==> src/rtl/serial_inc_sequencer.sv <==
// Multi-cycle incrementer: one 2-bit increment slice reused over time,
// LSB pair first, with optional early exit once the carry dies.
module serial_inc_sequencer #(
   parameter int WIDTH      = 8,
   parameter bit EARLY_EXIT = 1'b1
) (
   input  logic                            clk,
   input  logic                            rst,
   input  logic                            start,
   input  logic [WIDTH-1:0]                a_in,
   input  logic                            ci_in,
   output logic                            busy,
   output logic                            done,
   output logic [WIDTH-1:0]                s_out,
   output logic                            co_out,
   output logic [$clog2(WIDTH/2+1)-1:0]    slices_used
);

   localparam int NSLICE = WIDTH / 2;
   localparam int IW     = (NSLICE > 1) ? $clog2(NSLICE) : 1;
   localparam int SW     = $clog2(NSLICE + 1);

   typedef enum logic [1:0] {
      S_IDLE,
      S_RUN,
      S_DONE
   } state_t;

   state_t           r_state;
   logic [WIDTH-1:0] r_op;
   logic [WIDTH-1:0] r_res;
   logic             r_carry;
   logic [IW-1:0]    r_idx;
   logic             r_busy;
   logic             r_done;
   logic [WIDTH-1:0] r_s;
   logic             r_co;
   logic [SW-1:0]    r_su;

   logic [IW:0]      w_base;
   logic [1:0]       w_pair;
   logic [2:0]       w_sum;
   logic             w_c;
   logic             w_last;
   logic             w_early;
   logic             w_stop;
   logic [WIDTH-1:0] w_hi_mask;
   logic [WIDTH-1:0] w_res_nxt;

   assign w_base    = {r_idx, 1'b0};
   assign w_pair    = r_op[w_base +: 2];
   assign w_sum     = {1'b0, w_pair} + {2'b00, r_carry};
   assign w_c       = w_sum[2];
   assign w_last    = (r_idx == IW'(NSLICE - 1));
   assign w_early   = EARLY_EXIT && !w_c && !w_last;
   assign w_stop    = w_last || w_early;
   // bits above the current slice; pass straight through on early exit
   assign w_hi_mask = {WIDTH{1'b1}} << (32'(w_base) + 32'd2);

   always_comb begin
      w_res_nxt = r_res;
      w_res_nxt[w_base +: 2] = w_sum[1:0];
      if (w_early) begin
         w_res_nxt = w_res_nxt | (r_op & w_hi_mask);
      end
   end

   always_ff @(posedge clk) begin
      if (rst) begin
         r_state <= S_IDLE;
         r_op    <= '0;
         r_res   <= '0;
         r_carry <= 1'b0;
         r_idx   <= '0;
         r_busy  <= 1'b0;
         r_done  <= 1'b0;
         r_s     <= '0;
         r_co    <= 1'b0;
         r_su    <= '0;
      end else begin
         unique case (r_state)
            S_IDLE: begin
               r_done <= 1'b0;
               if (start) begin
                  r_op    <= a_in;
                  r_carry <= ci_in;
                  r_idx   <= '0;
                  r_res   <= '0;
                  r_busy  <= 1'b1;
                  r_state <= S_RUN;
               end
            end
            S_RUN: begin
               r_res   <= w_res_nxt;
               r_carry <= w_c;
               if (w_stop) begin
                  r_busy  <= 1'b0;
                  r_done  <= 1'b1;
                  r_s     <= w_res_nxt;
                  r_co    <= w_c;
                  r_su    <= SW'(r_idx) + SW'(1);
                  r_state <= S_DONE;
               end else begin
                  r_idx <= r_idx + IW'(1);
               end
            end
            S_DONE: begin
               r_done  <= 1'b0;
               r_state <= S_IDLE;
            end
            default: begin
               r_busy  <= 1'b0;
               r_done  <= 1'b0;
               r_state <= S_IDLE;
            end
         endcase
      end
   end

   assign busy        = r_busy;
   assign done        = r_done;
   assign s_out       = r_s;
   assign co_out      = r_co;
   assign slices_used = r_su;

endmodule

==> config.mk <==
export PLATFORM = sky130hd
export DESIGN_NAME = serial_inc_sequencer
export DESIGN_NICKNAME = d
export VERILOG_FILES = /design/src/rtl/serial_inc_sequencer.sv
export SDC_FILE = /design/constraint.sdc
export NUM_CORES = 1
export LEC_CHECK = 0
export CAP_MARGIN = 20
export CELL_PAD_IN_SITES_DETAIL_PLACEMENT = 1
export CELL_PAD_IN_SITES_GLOBAL_PLACEMENT = 2
export CORE_ASPECT_RATIO = 1.5
export CORE_MARGIN = 3
export CORE_UTILIZATION = 36
export DETAILED_ROUTE_END_ITERATION = 8
export GPL_ROUTABILITY_DRIVEN = 0
export GPL_TIMING_DRIVEN = 0
export HOLD_SLACK_MARGIN = 0.06
export PLACE_DENSITY_LB_ADDON = 0.1
export SLEW_MARGIN = 20
export SYNTH_ARGS = -nofsm -noshare
export SYNTH_HDL_FRONTEND = slang
export SYNTH_SLANG_ARGS = --single-unit
==> constraint.sdc <==
create_clock -name clk -period 4.6 [get_ports clk]
set_clock_uncertainty 0.05 [all_clocks]
set_input_delay 1.38 -clock clk [delete_from_list [all_inputs] [get_ports clk]]
set_output_delay 1.38 -clock clk [all_outputs]
set_load 0.02 [all_outputs]
# Word-level counts from Yosys, hierarchy flattened
# Cells that the tools add are included.
# op_classes
n_addsub,5
n_eq_ne,6
n_shift,4
muxes,15
n_bitwise,4
n_reduce_logical,13
# op_table
operator,count
8-bit 2-to-1 mux,2
8-bit case mux with 2 select lines,1
8-bit bitwise AND,1
8-bit bitwise mux,1
2-bit 2-to-1 mux,4
8-bit OR,1
2-bit case mux with 2 select lines,2
2-bit AND reduction,4
"2-bit by 5-bit variable shift with 8-bit output, first input constant",1
2-bit by 5-bit indexed part select with 8-bit output,1
8-bit by 4-bit indexed part select with 2-bit output,1
"8-bit by 4-bit << shifter with 8-bit output, first input constant",1
"2-bit != test, second input constant",3
3-bit AND reduction,2
3-bit negation with 5-bit output,1
"3-bit by 2-bit adder with 4-bit output, second input constant",1
"2-bit equality test, second input constant",2
2-bit by 1-bit adder with 3-bit output,1
"2-bit by 1-bit adder with 3-bit output, second input constant",1
1-bit 2-to-1 mux,3
1-bit case mux with 3 select lines,1
"2-bit by 1-bit adder with 2-bit output, second input constant",1
"2-bit by 1-bit equality test with 1-bit output, second input constant",1
1-bit logical NOT,2
other kinds (7),8
# totals
reg_bits,35
in_bits,12
output_inout_bits,14
elab_cells,57

# Logic depth before layout (Yosys ltp)
# Gate-level depths: netlist (run 1).
# logic_depth
depth_word,7
depth_mapped,8
ltp_nobuf,7

# Worst setup path after synthesis (run 1)
# No wires, ideal clock.
# synth_path
path_type,register to register
startpoint,register r_idx[0]
endpoint,register r_res[5]
arrival_time_ns,2.128
t_required_ns,4.423
slack_ns,2.295
stages_incl_launch_ff,9
path_buffers,1
path_cell_list,dfxtp_1 -> buf_4 -> mux4_2 -> ha_1 -> ha_1 -> nor2b_1 -> and3_1 -> a221oi_1 -> o2bb2ai_1
# synth_between
elab_chain_cells,7
word_cells_on_any_way,16
# synth_rtl
element,line_no,text
start: declaration,33,logic [IW-1:0] r_idx;
start signal: assignment,104,r_idx <= r_idx + IW'(1);
8-bit by 4-bit indexed part select with 2-bit output,51,assign w_pair = r_op[w_base +: 2];
2-bit by 1-bit adder with 3-bit output,52,"assign w_sum = {1'b0, w_pair} + {2'b00, r_carry};"
2-bit by 5-bit indexed part select with 8-bit output,62,w_res_nxt[w_base +: 2] = w_sum[1:0];
8-bit bitwise mux,62,
8-bit OR,64,w_res_nxt = w_res_nxt | (r_op & w_hi_mask);
8-bit 2-to-1 mux (*),63,if (w_early) begin
8-bit case mux with 2 select lines (*),81,unique case (r_state)
end signal: assignment,94,r_res <= w_res_nxt;
end: declaration,31,logic [WIDTH-1:0] r_res;
# Mark *: on every way between the ends. The rest lies on a longest branch, timed or not.
# A chain may end at the register's enable or synchronous reset.

# Worst setup path after layout (run 1)
# layout_path
startpoint,"register r_busy, in the netlist busy"
endpoint,output busy
# layout_lines
element,line_no,text
start: declaration,34,logic r_busy;
start signal: assignment,75,r_busy <= 1'b0;
start signal: assignment,89,r_busy <= 1'b1;
start signal: assignment,97,r_busy <= 1'b0;
end: declaration,12,"output logic busy,"
# No word-level cell between the ends.

==> flow_summary.json, run 1 <==
{
  "placedCellCount": 234,
  "synthAdderAreaFrac": 0.0682,
  "syn_inst": 163,
  "cts_buffers": 5,
  "ys_warn_count": 0,
  "path_clk_slew_ns": 0.07,
  "syn_area_per_cell_sq_um": 10.1,
  "wl_um": 4190,
  "synth_simple_gate_area_share": 0.237,
  "layout_min_cycle_time_ns": 2.69,
  "hp-class": "flop to flop",
  "tns_ns": 0,
  "clockPowerShare": 0.414,
  "grt_pass1_wl_um": 6880,
  "cpLargestDelayFamily": "buffers and inverters",
  "combinationalPowerShare": 0.118,
  "rows": 29,
  "drtPass1Iterations": 4,
  "antenna_found_initial": 0,
  "die-area_sq_mm": 0.00545,
  "cts_tree": "done",
  "antenna_cells": 0,
  "cp_max_fo": 3,
  "cts_setup_buffers": 0,
  "vdd_ir_drop_max_mv": 0.248,
  "powerDensity_mw_per_mm2": 334,
  "synth_top_family_by_area": "simple AND/OR/NAND/NOR gates",
  "dp.final_hpwl_um": 3280,
  "worstPathCellList": "clkdlybuf4s50_1",
  "cp.arrival_ns": 1.26,
  "synthXorXnorAreaFrac": 0,
  "drc_errors": 0,
  "critPathBufInv": 1,
  "min_period_over_period": 0.584,
  "pre_cts_ws_ns": 1.72,
  "p_sw_uw": 163,
  "path_class": "flop to primary output",
  "syn_nets": 184,
  "yosysUniqueCellTypes": 36,
  "worst_slack_ns": 1.91,
  "num-fill-cells": 503,
  "finalSetupViolations": 0,
  "synth_compound_area_frac": 0.161,
  "netlist_top_cells_area": "dfxtp_1 42%, ha_1 6.8%, mux2i_1 5.5%",
  "cap_violations": 0,
  "cts.path.max_buffers": 2,
  "p_total_uw": 694,
  "route.antenna.remaining_nets": 0,
  "grt_util_all_layers": 0.174,
  "ios": 26,
  "synthMuxAreaShare": 0.0819,
  "dr.first_iter.drc_count": 41,
  "status": "finished clean",
  "grt_max_degree": 12,
  "pwr-share-seq": 0.468,
  "vias": 1322,
  "cp.required_ns": 3.17,
  "cpMaxStageDelayCell": "clkdlybuf4s50_1",
  "power.internal_uw": 530,
  "dieHeight_um": 88.9,
  "syn_to_final_growth_pct": 25.8,
  "vias_per_cell": 5.46,
  "core_area_sq_mm": 0.00432,
  "yosys.area.top_type": "dfxtp_1",
  "final_area_sq_mm": 0.00208,
  "chipWidth_um": 61.3,
  "initial_utilization": 0.382,
  "netlist.area_leader.share": 0.425,
  "io_buffers": 25,
  "max_clock_freq_mhz": 372,
  "ys_seq_area_frac": 0.425,
  "critPathLaunchType": "flop",
  "tightest_slew_ns": 0.486,
  "drv_slew": 0,
  "utilization": 0.481,
  "drive_above_1_share": 0.138,
  "hold_violations": 0,
  "cpPeakStageDelay_ns": 0.61,
  "place_area_sq_mm": 0.00196,
  "cts_root_buf": "clkbuf_8",
  "p_leak_nw": 0.806,
  "clock_sinks": 35,
  "insertion_delay_ns": 0.29,
  "rsz0062_at_grt": "no",
  "slew_headroom": 0.676,
  "wl_per_cell_um": 17.3,
  "synth_area_sq_mm": 0.00165,
  "fin_hold_ws_ns": 0.422,
  "nets": 216,
  "sw_frac_of_total": 0.235,
  "fin_cells": 242,
  "grt_pass1_vias": 1412,
  "ctsResizeCount": 0,
  "grt_overflow": 0,
  "cts-hold-fix-buffers": 0,
  "endpoint_kind": "primary output",
  "ys_seq_elements": 35,
  "h-tree-depth": 2
}
worst paths after layout:
check / cells past startpoint / end / startpoint / slack [ns]
max: 1 / busy / busy$_SDFFE_PP0P_ / 1.91
min: 1 / s_out[7]$_SDFFE_PP0P_ / s_out[7]$_SDFFE_PP0P_ / 0.42
max reg2reg: 8 / r_res[3]$_SDFFE_PP0P_ / r_idx[0]$_SDFFE_PP0P_ / 2.03
min reg2reg: 1 / s_out[7]$_SDFFE_PP0P_ / s_out[7]$_SDFFE_PP0P_ / 0.42
cell usage after synthesis, drive strengths merged:
| cell type | number |
|---|---|
| mux2i | 9 |
| o2bb2ai | 8 |
| dfxtp | 35 |
| a21oi | 6 |
| a211oi | 1 |
| o21ai | 4 |
| and3 | 2 |
| and2b | 1 |
| nor3b | 1 |
| buf | 4 |
| nand2b | 8 |
| nand4 | 2 |
| a22o | 6 |
| a222oi | 2 |
| o21bai | 2 |
| mux4 | 2 |
| a2bb2oi | 1 |
| a41oi | 2 |
| nand2 | 2 |
| nor2b | 6 |
| nand4b | 1 |
| inv | 6 |
| nor2 | 24 |
| nand3 | 10 |
| o22ai | 1 |
| ha | 9 |
| nor3 | 6 |
| a221oi | 2 |
sequential cells by signal, indices dropped and copies added, names as in the netlist:
register	flops
co_out	1
r_state	2
done	1
r_idx	2
s_out	8
r_carry	1
r_res	8
slices_used	3
busy	1
r_op	8
kinds of logic after synthesis:
logic type / Yosys count
and+or+nand+nor: 63
AOI/OAI and AO/OA: 35
DFF: 35
muxes: 11
buffers and inverters: 10
adders and majority gates: 9
final cells by class:
type / instances / area, sq um / area share
Sequential cell: 35 / 701 / 0.338
Timing Repair Buffer: 25 / 250 / 0.121
Tap cell: 46 / 57.6 / 0.0277
Clock buffer: 6 / 82.6 / 0.0398
Buffer: 4 / 22.5 / 0.0108
Inverter: 6 / 22.5 / 0.0108
Multi-Input combinational cell: 118 / 905 / 0.436
Clock inverter: 2 / 35.0 / 0.0169
layout by cell type, fill, tap and decap left out, types with 3 or more instances in the layout:
cell and n:
dfxtp_1 35, clkdlybuf4s50_1 25, nor2_1 18, nand3_1 10, mux2i_1 9, ha_1 9
o2bb2ai_1 8, nor2b_1 6, a21oi_1 6, nand2b_1 6, a22o_1 6, clkbuf_8 6
nor3_1 5, inv_1 4, o21ai_0 4, buf_2 3
power by group through the flow:
stage / Sequential, mW / Clock [mW] / Combinational [mW]
finish: 0.324 / 0.287 / 0.0822
global route: 0.326 / 0.311 / 0.0900
CTS: 0.325 / 0.296 / 0.0841
global placement: 0.331 / 0 / 0.0811
floorplan: 0.334 / 0 / 0.0472
detailed placement: 0.332 / 0 / 0.0840
metal layers:
metal	vias up	share of wire	global-route usage
met5	-	0	0
met4	0	0.020	0.0769
met2	21	0.54	0.316
li1	658	-	-
met1	635	0.41	0.190
met3	8	0.026	0.0303
Power figures use the tool's default switching activity.
==> run 2, diff against run 1 <==
Settings changed: CORE_UTILIZATION 36 to 33.
Clock period 4.6 ns to 2.5 ns, I/O delays scaled along.
==> run 2 against run 1 <==
  * Via count grew 2.0%
  * Hold slack worse by 0.0016 ns
  * Sequential power is 85% higher
  * Register-to-register slack worse by 1.9 ns
  * Wire length increased by 2.8%
  * Worst setup slack worse by 1.8 ns
  * Critical path type is now flop to flop
==> flow_summary.json, run 2 (same netlist as run 1, synthesis figures left out) <==
{
  "status": "finished clean",
  "reg2reg_to": "r_res[5]$_SDFFE_PP0P_",
  "p_leak_nw": 0.810,
  "hp-class": "flop to flop",
  "cpPeakStageDelay_ns": 0.50,
  "fin_cells": 260,
  "r2r.worst_path.cells": 8,
  "layout_common_cells": "34 x dfxtp_1, 25 x clkdlybuf4s50_1, 17 x nor2_1",
  "vias_per_cell": 5.18,
  "cp.required_ns": 2.62,
  "max_clock_freq_mhz": 419,
  "worstPathCellList": "buf_6 -> mux4_2 -> ha_1 -> ha_2 -> nor2b_2 -> and3_1 -> a221oi_2 -> o2bb2ai_1",
  "tightest_slew_ns": 0.460,
  "vdd_ir_drop_max_mv": 0.372,
  "hp-start": "s_out[4]$_SDFFE_PP0P_",
  "hold_violations": 0,
  "cp.arrival_ns": 2.51,
  "power.internal_mw": 1.05,
  "place_area_sq_mm": 0.00198,
  "grt_pass1_vias": 1467,
  "core_area_sq_mm": 0.00469,
  "rsz0062_at_grt": "no",
  "powerDensity_mw_per_mm2": 636,
  "cpLargestDelayFamily": "multiplexers",
  "path_clk_slew_ns": 0.07,
  "grt_util_all_layers": 0.158,
  "layout_min_cycle_time_ns": 2.39,
  "sw_frac_of_total": 0.225,
  "antenna_found_initial": 0,
  "syn_to_final_growth_pct": 29.4,
  "chipWidth_um": 63.7,
  "dr.first_iter.drc_count": 59,
  "grt_max_degree": 13,
  "wl_per_cell_um": 16.6,
  "ios": 26,
  "clock_sinks": 35,
  "cap_violations": 0,
  "io_buffers": 25,
  "layout_commonest_cell": "dfxtp_1",
  "placedCellCount": 252,
  "vias": 1348,
  "cts_buffers": 5,
  "dp.final_hpwl_um": 3310,
  "hold_end": "s_out[4]$_SDFFE_PP0P_",
  "num-fill-cells": 542,
  "die-area_sq_mm": 0.00590,
  "pwr-share-seq": 0.440,
  "cpMaxStageDelayCell": "mux4_2",
  "dieHeight_um": 92.6,
  "grt_overflow": 0,
  "p_sw_uw": 306,
  "final_area_sq_mm": 0.00214,
  "critPathBufInv": 1,
  "cts_tree": "done",
  "slew_headroom": 0.693,
  "route.antenna.remaining_nets": 0,
  "rows": 30,
  "drv_slew": 0,
  "cts.path.max_buffers": 2,
  "h-tree-depth": 2,
  "endpoint_kind": "flop",
  "finalSetupViolations": 0,
  "pre_cts_ws_ns": -0.113,
  "rrSetupSlack_ns": 0.11,
  "combinationalPowerShare": 0.113,
  "timing.rr.start": "r_idx[0]$_SDFFE_PP0P_",
  "drc_errors": 0,
  "cp_max_fo": 10,
  "path_class": "flop to flop",
  "drtPass1Iterations": 4,
  "antenna_cells": 0,
  "initial_utilization": 0.352,
  "min_path_cells": 1,
  "cts_root_buf": "clkbuf_8",
  "critPathLaunchType": "flop",
  "wl_um": 4310,
  "min_period_over_period": 0.955,
  "clockPowerShare": 0.447,
  "nets": 216,
  "insertion_delay_ns": 0.28,
  "grt_pass1_wl_um": 7170,
  "worst_slack_ns": 0.112,
  "drive_above_1_share": 0.163
}
[run 2: worst max-delay path by stage]
stage                     startpoint                    end  slack [ns]  cells past startpoint
2_1_floorplan  r_idx[0]$_SDFFE_PP0P_  r_res[5]$_SDFFE_PP0P_        0.19                      8
5_1_grt        r_idx[0]$_SDFFE_PP0P_  r_res[5]$_SDFFE_PP0P_        0.02                      8
3_5_place_dp   r_idx[0]$_SDFFE_PP0P_  r_res[5]$_SDFFE_PP0P_       -0.11                      8
4_1_cts        r_idx[0]$_SDFFE_PP0P_  r_res[7]$_SDFFE_PP0P_        0.02                      7
6_report       r_idx[0]$_SDFFE_PP0P_  r_res[5]$_SDFFE_PP0P_        0.11                      8
3_3_place_gp   r_idx[0]$_SDFFE_PP0P_  r_res[5]$_SDFFE_PP0P_       -0.04                      8
[run 2: repair_timing]
item	4_1_cts	5_1_grt
setup endpoints to repair	13	8
cloned	0	0
gates resized for setup	3	3
setup buffers	0	0
pin swaps	0	0
hold buffers	0	0
[run 2: metal layers]
metal	global-route usage	up-vias	wire length (um)	share of wire
met4	0.0631	0	67	0.016
met2	0.291	20	2410	0.56
met5	0	-	0	0
met3	0.0400	5	109	0.025
met1	0.169	667	1730	0.40
li1	-	656	-	-
[run 2: final cells by class]
type / count / area (sq um) / area share
buffer: 4 / 26.3 / 0.0123
inverter: 6 / 22.5 / 0.0105
tap: 64 / 80.1 / 0.0375
clock inverter: 3 / 67.6 / 0.0316
timing repair buffer: 25 / 250 / 0.117
clock buffer: 5 / 68.8 / 0.0322
multi-input combinational: 118 / 918 / 0.430
sequential: 35 / 702 / 0.329
[run 2: metrics by stage]
stage               hold slack (ns)  setup TNS, ns  total power, mW  utilization
global placement              0.399         -0.187            0.759        0.422
global route                  0.440              0             1.42        0.455
finish                        0.420              0             1.36        0.455
CTS                           0.421              0             1.37        0.454
floorplan                     0.381              0            0.702            -
detailed placement            0.395         -0.501            0.765        0.422
[run 2: power groups by stage]
stage / Clock [mW] / Combinational [mW] / Sequential [mW]
final: 0.607 / 0.153 / 0.598
after global routing: 0.652 / 0.167 / 0.601
after CTS: 0.619 / 0.156 / 0.598
after detailed placement: 0 / 0.155 / 0.611
after global placement: 0 / 0.150 / 0.609
after floorplan: 0 / 0.0868 / 0.615
==> run 3, diff against run 2 <==
Settings changed: GPL_TIMING_DRIVEN 0 to not set.
==> run 3 against run 2 <==
  * Design area is 3.2% lower
  * Global-route usage barely moved
  * Via count decreased by 1.6%
  * Combinational power fell by 3%
  * Utilization decreased by 1.4 points
  * Critical path depth down 2
  * Largest cell class unchanged
  * Largest power group is now registers
==> flow_summary.json, run 3 (same netlist as run 1, synthesis figures left out) <==
{
  "route.antenna.remaining_nets": 0,
  "clock_sinks": 35,
  "tightest_slew_ns": 0.512,
  "drive_above_1_share": 0.128,
  "critPathBufInv": 0,
  "grt_pass1_wl_um": 7270,
  "hold_violations": 0,
  "cp-endpoint": "r_res[7]$_SDFFE_PP0P_",
  "powerDensity_mw_per_mm2": 549,
  "cpPeakStageDelay_ns": 0.52,
  "nets": 215,
  "critPathLaunchType": "flop",
  "num-fill-cells": 539,
  "endpoint_kind": "flop",
  "cp_num_cells": 6,
  "grt_util_all_layers": 0.158,
  "cts.path.max_buffers": 2,
  "grt_max_degree": 18,
  "r2r.worst_path.cells": 6,
  "path_clk_slew_ns": 0.07,
  "cp.arrival_ns": 2.42,
  "insertion_delay_ns": 0.28,
  "max_clock_freq_mhz": 431,
  "antenna_cells": 0,
  "layout_common_cells": "35 x dfxtp_1, 25 x clkdlybuf4s50_1, 18 x nor2_1",
  "timing.rr.start": "r_idx[0]$_SDFFE_PP0P_",
  "cp_common_cell": "ha_1",
  "cts_setup_buffers": 0,
  "hp-class": "flop to flop",
  "reg2reg_to": "r_res[7]$_SDFFE_PP0P_",
  "vias_per_cell": 5.12,
  "dieHeight_um": 92.6,
  "vdd_ir_drop_max_mv": 0.400,
  "grt_pass1_vias": 1460,
  "worstPathCellList": "mux4_2 -> ha_1 -> ha_1 -> nor2b_1 -> a222oi_1 -> o2bb2ai_1",
  "ios": 26,
  "core_area_sq_mm": 0.00469,
  "cpMaxStageDelayCell": "mux4_2",
  "rows": 30,
  "dp.final_hpwl_um": 3350,
  "wl_per_cell_um": 16.3,
  "utilization": 0.441,
  "worst_slack_ns": 0.181,
  "tns_ns": 0,
  "drc_errors": 0,
  "layout_min_cycle_time_ns": 2.32,
  "drv_slew": 0,
  "cp.required_ns": 2.60,
  "rrSetupSlack_ns": 0.18,
  "wl_um": 4230,
  "p_leak_nw": 0.786,
  "cp_max_fo": 3,
  "layout_commonest_cell": "dfxtp_1",
  "grt_overflow": 0,
  "dr.first_iter.drc_count": 47,
  "rsz0062_at_grt": "no",
  "io_buffers": 25,
  "cpLargestDelayFamily": "compound AO/OA/AOI/OAI gates",
  "fin_hold_ws_ns": 0.426,
  "chipWidth_um": 63.7,
  "antenna_found_initial": 0,
  "p_total_mw": 1.14,
  "die-area_sq_mm": 0.00590,
  "cts_root_buf": "clkbuf_8",
  "drtPass1Iterations": 4,
  "min_period_over_period": 0.928,
  "cts_tree": "done",
  "syn_to_final_growth_pct": 25.3,
  "path_class": "flop to flop",
  "startpoint": "r_idx[0]$_SDFFE_PP0P_",
  "finalSetupViolations": 0,
  "status": "finished clean",
  "slew_headroom": 0.658,
  "cap_violations": 0,
  "cts_buffers": 5,
  "vias": 1326,
  "h-tree-depth": 2,
  "pre_cts_ws_ns": 0.105,
  "initial_utilization": 0.352
}
## run 3: worst min-delay path by stage
stage                          start                     to  cells after the start  slack (ns)
6_report       s_out[6]$_SDFFE_PP0P_  s_out[6]$_SDFFE_PP0P_                      1        0.43
2_1_floorplan  r_res[6]$_SDFFE_PP0P_  r_res[6]$_SDFFE_PP0P_                      1        0.38
5_1_grt        r_res[4]$_SDFFE_PP0P_  r_res[4]$_SDFFE_PP0P_                      1        0.45
3_5_place_dp   s_out[4]$_SDFFE_PP0P_  s_out[4]$_SDFFE_PP0P_                      1        0.41
3_3_place_gp   r_res[4]$_SDFFE_PP0P_  r_res[4]$_SDFFE_PP0P_                      1        0.40
4_1_cts        r_res[5]$_SDFFE_PP0P_  r_res[5]$_SDFFE_PP0P_                      1        0.43
## run 3: cell type report
cell class / count / area, sq um / area share
Inverter: 6 / 22.5 / 0.0109
Multi-Input combinational cell: 118 / 911 / 0.440
Timing Repair Buffer: 28 / 273 / 0.132
Sequential cell: 35 / 701 / 0.339
Clock buffer: 7 / 76.3 / 0.0369
Tap cell: 64 / 80.1 / 0.0387
Clock inverter: 1 / 5.00 / 0.00242
## run 3: timing repair
action                     in CTS  in global routing
gates resized for setup         0                  1
setup endpoints to repair       0                  1
hold buffers                    0                  0
## run 3: metal layers
layer / part of all wire / GRT usage
met3: 0.028 / 0.0388
met4: 0.017 / 0.0541
met2: 0.54 / 0.283
met1: 0.42 / 0.179
met5: 0 / 0
## run 3: worst register-to-register path, stage by stage (launching register included)
cell	delay, ns
dfxtp_1	0.40
mux4_2	0.52
ha_1	0.20
ha_1	0.29
nor2b_1	0.16
a222oi_1	0.44
o2bb2ai_1	0.14
## run 3: report_power, final
group | total [mW] | internal [mW] | switching, mW
Clock | 0.386 | 0.195 | 0.191
Combinational | 0.148 | 0.0733 | 0.0750
Sequential | 0.601 | 0.580 | 0.0204
## run 3: metrics by stage
stage	std cells	cell area (sq um)
final	259	2070
after global routing	259	2070
after CTS	259	2060
after detailed placement	251	1980
after global placement	251	1980
after floorplan	163	1650
